$ cat src/rtl/ram_pkg.sv
// ram_pkg
//   Shared definitions for the FSB-side DRAM controller refresh logic.
//   - refState_t : encoding of the refresh scheduler state machine
//   - *_DEF      : default timing constants (CLK_FSB = 25 MHz)
//   - cntWidth() : bit width needed to hold a count of 0..maxVal
package ram_pkg;

  typedef enum logic [1:0] {
    REF_IDLE   = 2'd0,
    REF_PEND   = 2'd1,
    REF_URGENT = 2'd2
  } refState_t;

  // 384 cycles at 25 MHz is one refresh every 15.36 us
  localparam int REF_PERIOD_DEF   = 384;
  localparam int URGENT_LEVEL_DEF = 2;
  localparam int URGENT_AGE_DEF   = 96;
  localparam int MAX_PENDING_DEF  = 4;

  // Never returns less than one bit, so degenerate parameters still elaborate
  function automatic int cntWidth(input int maxVal);
    return (maxVal < 2) ? 1 : $clog2(maxVal + 1);
  endfunction

endpackage

$ cat src/rtl/ref_tick_gen.sv
// ref_tick_gen
//   Enable-gated modulo-REF_PERIOD counter producing the refresh tick.
//   Ports:
//     CLK_FSB : FSB clock, rising edge
//     nRES    : asynchronous active-low reset
//     RefEn   : count enable; while low the counter freezes and no tick fires
//     tick    : high for the whole cycle in which the counter sits at REF_PERIOD-1
module ref_tick_gen
  import ram_pkg::*;
#(
  parameter int REF_PERIOD = REF_PERIOD_DEF
) (
  input  logic CLK_FSB,
  input  logic nRES,
  input  logic RefEn,
  output logic tick
);

  localparam int CNT_W = cntWidth(REF_PERIOD - 1);
  localparam logic [CNT_W-1:0] LAST = CNT_W'(REF_PERIOD - 1);

  logic [CNT_W-1:0] tickCnt;

  // Free-running period counter. Holding (rather than clearing) while disabled
  // means a pause during DRAM init does not restart the refresh interval.
  always_ff @(posedge CLK_FSB or negedge nRES) begin
    if (!nRES) begin
      tickCnt <= '0;
    end else if (RefEn) begin
      tickCnt <= (tickCnt == LAST) ? '0 : tickCnt + 1'b1;
    end
  end

  assign tick = RefEn && (tickCnt == LAST);

endmodule

$ cat src/rtl/ram_refresh_sched.sv
// ram_refresh_sched
//   Refresh scheduler for the FSB-side DRAM controller. Counts owed refreshes,
//   ages the oldest one and raises RefReq / RefUrgent for the RAM sequencer
//   and the FSB cycle gate.
//   Ports:
//     CLK_FSB     : FSB clock, rising edge
//     nRES        : asynchronous active-low reset
//     RefEn       : tick generation enable (low during DRAM init)
//     RefAck      : one-cycle pulse, one refresh performed
//     RefReq      : at least one refresh owed
//     RefUrgent   : refresh overdue, FSB must hold off new cycles
//     RefOverflow : sticky, a tick arrived while pending was saturated
//     PendingCnt  : current owed-refresh count
//   Optional (macro REF_STATS_EN):
//     StatClr     : synchronous clear of UrgentCnt, wins over an increment
//     UrgentCnt   : saturating count of entries into URGENT
module ram_refresh_sched
  import ram_pkg::*;
#(
  parameter int REF_PERIOD   = REF_PERIOD_DEF,
  parameter int URGENT_LEVEL = URGENT_LEVEL_DEF,
  parameter int URGENT_AGE   = URGENT_AGE_DEF,
  parameter int MAX_PENDING  = MAX_PENDING_DEF
) (
  input  logic        CLK_FSB,
  input  logic        nRES,
  input  logic        RefEn,
  input  logic        RefAck,
`ifdef REF_STATS_EN
  input  logic        StatClr,
  output logic [15:0] UrgentCnt,
`endif
  output logic        RefReq,
  output logic        RefUrgent,
  output logic        RefOverflow,
  output logic [2:0]  PendingCnt
);

  localparam int AGE_W = cntWidth(URGENT_AGE);
  localparam logic [AGE_W-1:0] AGE_MAX   = AGE_W'(URGENT_AGE);
  localparam logic [2:0]       PEND_MAX  = 3'(MAX_PENDING);
  localparam logic [2:0]       PEND_URG  = 3'(URGENT_LEVEL);

  logic             tick;
  logic [2:0]       pending, pendingNext;
  logic [AGE_W-1:0] age, ageNext;
  logic             overflowSet;
  logic             ackTaken;
  logic             overflow;
  refState_t        state, stateNext;

  ref_tick_gen #(
    .REF_PERIOD(REF_PERIOD)
  ) uTickGen (
    .CLK_FSB(CLK_FSB),
    .nRES   (nRES),
    .RefEn  (RefEn),
    .tick   (tick)
  );

  // Pending and age next-state. A tick and an ack in the same cycle cancel,
  // so a saturated counter does not flag overflow in that case. Any accepted
  // ack services the oldest request, which is why it also restarts the age.
  always_comb begin
    pendingNext = pending;
    overflowSet = 1'b0;
    ackTaken    = RefAck && (pending != 3'd0);
    if (tick && !RefAck) begin
      if (pending == PEND_MAX) overflowSet = 1'b1;
      else                     pendingNext = pending + 3'd1;
    end else if (RefAck && !tick && (pending != 3'd0)) begin
      pendingNext = pending - 3'd1;
    end

    if ((pending == 3'd0) || ackTaken) ageNext = '0;
    else if (age < AGE_MAX)            ageNext = age + 1'b1;
    else                               ageNext = age;
  end

  // Counter registers; overflow is sticky until reset
  always_ff @(posedge CLK_FSB or negedge nRES) begin
    if (!nRES) begin
      pending  <= '0;
      age      <= '0;
      overflow <= 1'b0;
    end else begin
      pending  <= pendingNext;
      age      <= ageNext;
      if (overflowSet) overflow <= 1'b1;
    end
  end

  // State register
  always_ff @(posedge CLK_FSB or negedge nRES) begin
    if (!nRES) state <= REF_IDLE;
    else       state <= stateNext;
  end

  // Next state is decoded from the next pending/age values so that the
  // registered outputs move on the same edge as the counters.
  always_comb begin
    stateNext = REF_PEND;
    if (pendingNext == 3'd0)
      stateNext = REF_IDLE;
    else if ((pendingNext >= PEND_URG) || (ageNext >= AGE_MAX))
      stateNext = REF_URGENT;
  end

  // Moore outputs straight from the state register
  always_comb begin
    RefReq    = 1'b0;
    RefUrgent = 1'b0;
    case (state)
      REF_PEND: RefReq = 1'b1;
      REF_URGENT: begin
        RefReq    = 1'b1;
        RefUrgent = 1'b1;
      end
      default: ;
    endcase
  end

  assign PendingCnt  = pending;
  assign RefOverflow = overflow;

`ifdef REF_STATS_EN
  // Counts fresh entries into URGENT; staying urgent does not count again
  always_ff @(posedge CLK_FSB or negedge nRES) begin
    if (!nRES)
      UrgentCnt <= '0;
    else if (StatClr)
      UrgentCnt <= '0;
    else if ((stateNext == REF_URGENT) && (state != REF_URGENT) && (UrgentCnt != 16'hFFFF))
      UrgentCnt <= UrgentCnt + 16'd1;
  end
`endif

endmodule
$ cat config.mk
export PLATFORM = sky130hd
export DESIGN_NAME = ram_refresh_sched
export DESIGN_NICKNAME = d
export VERILOG_FILES = /design/src/rtl/ram_pkg.sv /design/src/rtl/ref_tick_gen.sv /design/src/rtl/ram_refresh_sched.sv
export SDC_FILE = /design/constraint.sdc
export NUM_CORES = 1
export LEC_CHECK = 0
export ABC_AREA = 1
export CAP_MARGIN = 40
export CORE_UTILIZATION = 45
export DETAILED_ROUTE_END_ITERATION = 10
export GPL_TIMING_DRIVEN = 0
export HOLD_SLACK_MARGIN = 0.12
export SKIP_CTS_REPAIR_TIMING = 1
export SYNTH_ARGS = -nofsm -noshare
export SYNTH_HDL_FRONTEND = slang
export SYNTH_SLANG_ARGS = --single-unit
$ cat constraint.sdc
create_clock -name CLK_FSB -period 2.8 [get_ports CLK_FSB]
set_input_delay 0.28 -clock CLK_FSB [delete_from_list [all_inputs] [get_ports CLK_FSB]]
set_output_delay 0.28 -clock CLK_FSB [all_outputs]
set_load 0.05 [all_outputs]
==> results of run 1 <==
==> logic make-up (layout without fill, tap and decap cells) <==
family | Yosys count | count (layout) | share of synthesized area
adder cells (fa/ha/maj) | 6 | 6 | 0.0620
XOR/XNOR | 7 | 7 | 0.0506
buffers and inverters | 26 | 39 | 0.0847
AO/OA/AOI/OAI | 16 | 16 | 0.0754
flip-flops | 22 | 22 | 0.455
AND/OR/NAND/NOR | 66 | 66 | 0.273
==> routing by layer <==
metal | track usage | up-vias
met4 | 0.0921 | 0
li1 | - | 476
met2 | 0.294 | 8
met5 | 0 | -
met1 | 0.194 | 408
met3 | 0.0254 | 4
==> worst max-delay path, stage by stage, from the launching register on <==
cell	delay, ps
dfrtp_1	390
ha_1	270
inv_1	50
clkdlybuf4s50_1	790
==> power breakdown <==
group          total (mW)  internal, mW  switching [mW]  leakage (nW)
Combinational       0.547         0.199           0.348         0.418
Sequential          0.474         0.400          0.0739         0.277
Clock               0.175        0.0794          0.0954        0.0210
Total                1.20         0.679           0.517         0.717
==> per-stage QoR <==
stage,hold slack (ps),instance area (um^2),setup WS [ps],utilization,total power [mW]
2_1_floorplan,-15.6,1210,1020,-,0.886
3_3_place_gp,463,1330,1080,0.532,1.01
3_5_place_dp,467,1340,1060,0.538,1.03
4_1_cts,195,1380,701,0.552,1.21
5_1_grt,203,1380,655,0.552,1.29
6_report,201,1380,718,0.552,1.20
==> worst max path at each step <==
stage               cells after the start       end          start
global route                            4    RefReq       state[0]
floorplan                               8  state[1]  PendingCnt[0]
global placement                        4    RefReq       state[0]
CTS                                     3    RefReq       state[1]
detailed placement                      8  state[1]         RefAck
finish                                  3    RefReq       state[1]
==> cells in the final DEF, fill, tap and decap left out, types with 2 or more instances in the layout <==
cell type,instances
clkdlybuf4s50_1,8
dfrtp_1,22
inv_1,20
nand2_2,3
nor2_1,14
clkbuf_4,3
o21ai_0,5
nand3_1,10
ha_1,6
a21oi_1,6
xor2_1,6
nand2_1,25
nor3_1,3
a21oi_2,2
inv_2,3
nor2_2,3
==> state kept, by name, indices dropped and copies added, names as in the netlist <==
name / cells
PendingCnt: 3
RefOverflow: 1
age: 7
state: 2
uTickGen.tickCnt: 9
==> final cells by class <==
class / count / share of cell area
Multi-Input combinational cell: 95 / 0.404
Clock buffer: 4 / 0.0263
Tap cell: 30 / 0.0272
Sequential cell: 22 / 0.399
Inverter: 25 / 0.0689
Buffer: 1 / 0.00544
Timing Repair Buffer: 9 / 0.0689
==> impl_metrics.py, run 1 <==
metrics = {
    "timing": {
        "setup_viol": 0,
        "fin_skew_ps": 7.08,
        "maxSlewHeadroom": 0.664,
        "rsz0062_at_grt": "false",
        "fmax_mhz": 480,
        "fin_tns_setup_ps": 0,
        "fin_crit_sh": 0.744,
        "hold_viol": 0,
        "slew_viol_final": 0,
        "fin_crit_ps": 2080,
        "max_slew.worst_pin.slew_ps": 503,
    },
    "floorplan": {
        "core_area_um2": 2500,
        "ios": 10,
        "die-area_um2": 2900,
        "initial_core_util": 0.484,
        "die_x_um": 53.9,
        "die_h_um": 53.9,
        "num_rows": 18,
    },
    "power": {
        "power_density_nw_per_um2": 867,
        "peakVddDrop_mv": 0.673,
        "power_leakage_nw": 0.717,
    },
    "global_routing": {
        "first_global_vias": 840,
        "grt_usage": 0.168,
        "grt_overflow": 0,
        "antenna_found_initial": 0,
        "grt_max_degree": 14,
        "grt_pass1_wl_um": 3420,
    },
    "detailed_routing": {
        "vias": 896,
        "post_drt_wl_per_cell_um": 10.9,
        "dr.pass1.iters": 2,
        "routed_wl_um": 2030,
        "vias_per_cell": 4.82,
        "drc": 0,
        "routed.top_layer": "met4",
        "first_iter_violations": 12,
        "dr_wl_met3_um": 44,
        "met1_length_um": 988,
        "drt.antenna.violating_nets": 0,
        "dr_wl_met2_um": 959,
    },
    "logic_synthesis": {
        "yosys.area.top_type": "dfrtp_1",
        "syn_area_um2": 1210,
        "yosys_warnings": 0,
        "synth_edf_count": 0,
        "seq_area_frac_synth": 0.455,
        "ys_types": 29,
        "synth_seq_cells": 22,
        "synth_most_common_cell": "nand2_1",
        "synth_top_cells_by_count": "nand2_1 (25), dfrtp_1 (22), inv_1 (20)",
        "synth_ff_type": "dfrtp_1",
        "synthArstFlopShare": 1.00,
        "synth_top_area_share": 0.455,
        "synth_area_per_cell_um2": 8.47,
        "synth_nets": 153,
        "netlist_top_cells_area": "dfrtp_1 (45%), nand2_1 (7.7%), ha_1 (6.2%)",
        "syn_inst": 143,
    },
    "layout": {
        "fin_cells": 186,
        "n_fill_cell": 246,
        "layout.nets": 167,
        "multi_input_area_um2": 558,
        "n_antenna_cell": 0,
        "register_area_um2": 551,
        "area_growth_pct": 13.9,
        "drive_above_1_share": 0.147,
    },
    "placement": {
        "io_buffer_count": 8,
        "dp.cells": 182,
        "place_congestion": 0.792,
        "hpwl_um": 1620,
    },
    "critical_path": {
        "rr_startpoint": "PendingCnt[0]",
        "worst-r2r-setup-slack_ps": 1200,
        "cp.arrival_ps": 1800,
        "reg2reg_depth": 7,
        "regToRegEndpoint": "state[0]",
        "crit_required_ps": 2520,
        "path_class": "reg -> out",
        "cp-start-kind": "register",
        "worstPathMaxFanout": 1,
        "end_kind": "primary output",
    },
    "run": {
        "timing.max_cap.violations": 0,
    },
    "worst_hold_path": {
        "hold_path_end": "uTickGen.tickCnt[0]",
        "holdPathStages": 2,
        "hp-class": "in -> reg",
        "hold_start": "RefEn",
    },
    "clock_tree": {
        "clk_pin_slew_worst_paths_ps": 120,
        "root_buffer": "clkbuf_4",
        "clk_latency_ps": 310,
        "clock-sinks": 22,
        "clock_path_buffers": 2,
        "cts_tree": "done",
        "ctsHtreeMaxLevel": 1,
        "cts_buffers": 3,
    },
    "status": {
        "status": "complete, no violations",
    },
}
(Power assumes the default switching activity.)
==> run 2, diff against run 1 <==
==> constraint.sdc (replaced) <==
create_clock -name CLK_FSB -period 2.15 [get_ports CLK_FSB]
set_input_delay 0.215 -clock CLK_FSB [delete_from_list [all_inputs] [get_ports CLK_FSB]]
set_output_delay 0.215 -clock CLK_FSB [all_outputs]
set_load 0.05 [all_outputs]
==> results of run 2 <==
The final DEF is identical to that of run 1. Status: complete, no violations.
Main changes from that run: setup slack after placement 1060 ps -> 475 ps; setup slack after layout 718 ps -> 133 ps; hold slack 201 ps -> 136 ps; register-to-register setup slack 1200 ps -> 550 ps; total power 1.20 mW -> 1.56 mW; worst IR drop on VDD 0.673 mV -> 0.876 mV
==> run 3, diff against run 2 <==
--- a/config.mk
+++ b/config.mk
@@ -9,8 +9,8 @@
 export CAP_MARGIN = 40
 export CORE_UTILIZATION = 45
 export DETAILED_ROUTE_END_ITERATION = 10
-export GPL_TIMING_DRIVEN = 0
 export HOLD_SLACK_MARGIN = 0.12
+export PLACE_DENSITY = 0.75
 export SKIP_CTS_REPAIR_TIMING = 1
 export SYNTH_ARGS = -nofsm -noshare
 export SYNTH_HDL_FRONTEND = slang
==> run 3 against run 2 <==
- die area unchanged
- cell count unchanged
- sequential share of layout area increased by 0.15 points
- global-route usage increased by 0.81 points
- register-to-register slack got worse by 30 ps
- worst hold slack improved by 91 ps
- combinational power increased by 2%
- maximum frequency decreased by 0.54%
- wire length increased by 3.7%
- clock power increased by 2%
- highest routed layer unchanged
==> impl_metrics.py, run 3 (synthesis gave the netlist of run 1 again) <==
metrics = {
    "status": {
        "status": "complete, no violations",
    },
    "power": {
        "p_switching_mw": 0.691,
        "combPwrFrac": 0.461,
        "power_leakage_nw": 0.713,
        "power_density_nw_per_um2": 1150,
        "pwr-share-seq": 0.392,
        "switching_share": 0.438,
        "pwr-share-clk": 0.147,
        "p_int_mw": 0.886,
        "peakVddDrop_mv": 0.921,
    },
    "critical_path": {
        "slowest_delay_ps": 790,
        "crit_start": "state[0]",
        "path_class": "reg -> out",
        "cpMostUsedCell": "inv_1",
        "rr_startpoint": "uTickGen.tickCnt[0]",
        "cp-start-kind": "register",
        "timing.critical_path.cells": "inv_1 -> ha_1 -> inv_1 -> clkdlybuf4s50_1",
        "end_kind": "primary output",
        "cp.arrival_ps": 1810,
        "cp_slowest_cell": "clkdlybuf4s50_1",
        "worstPathMaxFanout": 1,
        "crit_required_ps": 1930,
    },
    "placement": {
        "hpwl_um": 1610,
        "io_buffer_count": 9,
        "place_congestion": 0.821,
        "dpl_worst_slack_ps": 425,
    },
    "floorplan": {
        "die_h_um": 53.9,
        "die-area_um2": 2900,
        "num_rows": 18,
        "core_area_um2": 2500,
        "initial_core_util": 0.484,
        "die_x_um": 53.9,
        "ios": 10,
    },
    "clock_tree": {
        "clock_path_buffers": 2,
        "clk_latency_ps": 310,
        "cts_tree": "done",
        "cts_buffers": 3,
        "ctsHtreeMaxLevel": 1,
        "root_buffer": "clkbuf_4",
        "clk_pin_slew_worst_paths_ps": 130,
        "clock-sinks": 22,
    },
    "layout": {
        "most-common-layout-cells": "nand2_1 (25), dfrtp_1 (22), inv_1 (20)",
        "largest-register": "uTickGen.tickCnt",
        "drive_above_1_share": 0.141,
        "layout_commonest_cell": "nand2_1",
        "largest_reg_flops": 9,
        "layout.nets": 167,
        "n_antenna_cell": 0,
        "area_growth_pct": 13.5,
    },
    "global_routing": {
        "grt_usage": 0.176,
        "grt_overflow": 0,
        "antenna_found_initial": 0,
        "grt_max_degree": 23,
        "first_global_vias": 935,
        "grt_pass1_wl_um": 3620,
    },
    "run": {
        "timing.max_cap.violations": 0,
    },
    "timing": {
        "maxSlewHeadroom": 0.669,
        "fin_skew_ps": 10.7,
        "setup_viol": 0,
        "rsz0062_at_grt": "false",
        "hold_viol": 0,
        "fin_crit_sh": 0.943,
        "max_slew.worst_pin.slew_ps": 496,
        "fin_crit_ps": 2030,
        "slew_viol_final": 0,
        "fmax_mhz": 493,
        "fin_tns_setup_ps": 0,
        "worst_slack_ps": 122,
    },
    "detailed_routing": {
        "vias": 929,
        "post_drt_wl_per_cell_um": 11.3,
        "dr.pass1.iters": 4,
        "routed_wl_um": 2110,
        "first_iter_violations": 9,
        "drt.antenna.violating_nets": 0,
        "drc": 0,
        "vias_per_cell": 4.99,
    },
    "worst_hold_path": {
        "hp-class": "in -> async",
    },
}
## run 3: changes by cell type in the layout (fill, tap and decap cells not counted), sizes merged
| cell | before | now |
|---|---|---|
| clkdlybuf4s50 | 8 | 9 |
| buf | 2 | 1 |
## run 3: critical path: cells and delay by family, from the launching register on
kind       cells  cell delay, ps
buf+inv        3             890
flops          1             350
fa+ha+maj      1             280
## run 3: worst paths after layout
path	end	slack (ps)	cells after the start
worst max-delay path	RefReq	120	4
worst min-delay path	uTickGen.tickCnt[1]	230	2
worst max register to register	state[1]	520	10
worst min register to register	uTickGen.tickCnt[7]	480	1
max in group asynchronous	PendingCnt[2]	1690	2
min in group CLK_FSB	uTickGen.tickCnt[7]	480	1
## run 3: area by class of cell
type	instances	area [um^2]
timing repair buffer	10	97.6
clock buffer	4	36.3
sequential	22	551
tap	30	37.5
fill	225	1120
multi-input combinational	95	558
inverter	25	95.1
## run 3: per-stage QoR
stage,instance area [um^2],utilization,std cells,total power [mW],hold WS [ps]
after CTS,1380,0.550,186,1.59,233
after global placement,1340,0.536,182,1.32,459
after floorplan,1210,-,143,1.15,-80.6
after detailed placement,1340,0.536,182,1.35,470
final,1380,0.550,186,1.58,226
after global routing,1380,0.550,186,1.70,255
## run 3: layer usage
metal	track usage	wire length, um	vias up
met5	0	0	-
met3	0.0593	81	2
met2	0.319	1110	11
met4	0.0570	15	0
met1	0.190	894	438
li1	-	-	478
## run 3: power groups by stage
stage | clock network, mW | registers, mW | logic (mW)
2_1_floorplan | 0 | 0.702 | 0.451
3_3_place_gp | 0 | 0.620 | 0.701
3_5_place_dp | 0 | 0.628 | 0.725
4_1_cts | 0.238 | 0.620 | 0.734
5_1_grt | 0.253 | 0.635 | 0.810
6_report | 0.232 | 0.618 | 0.728
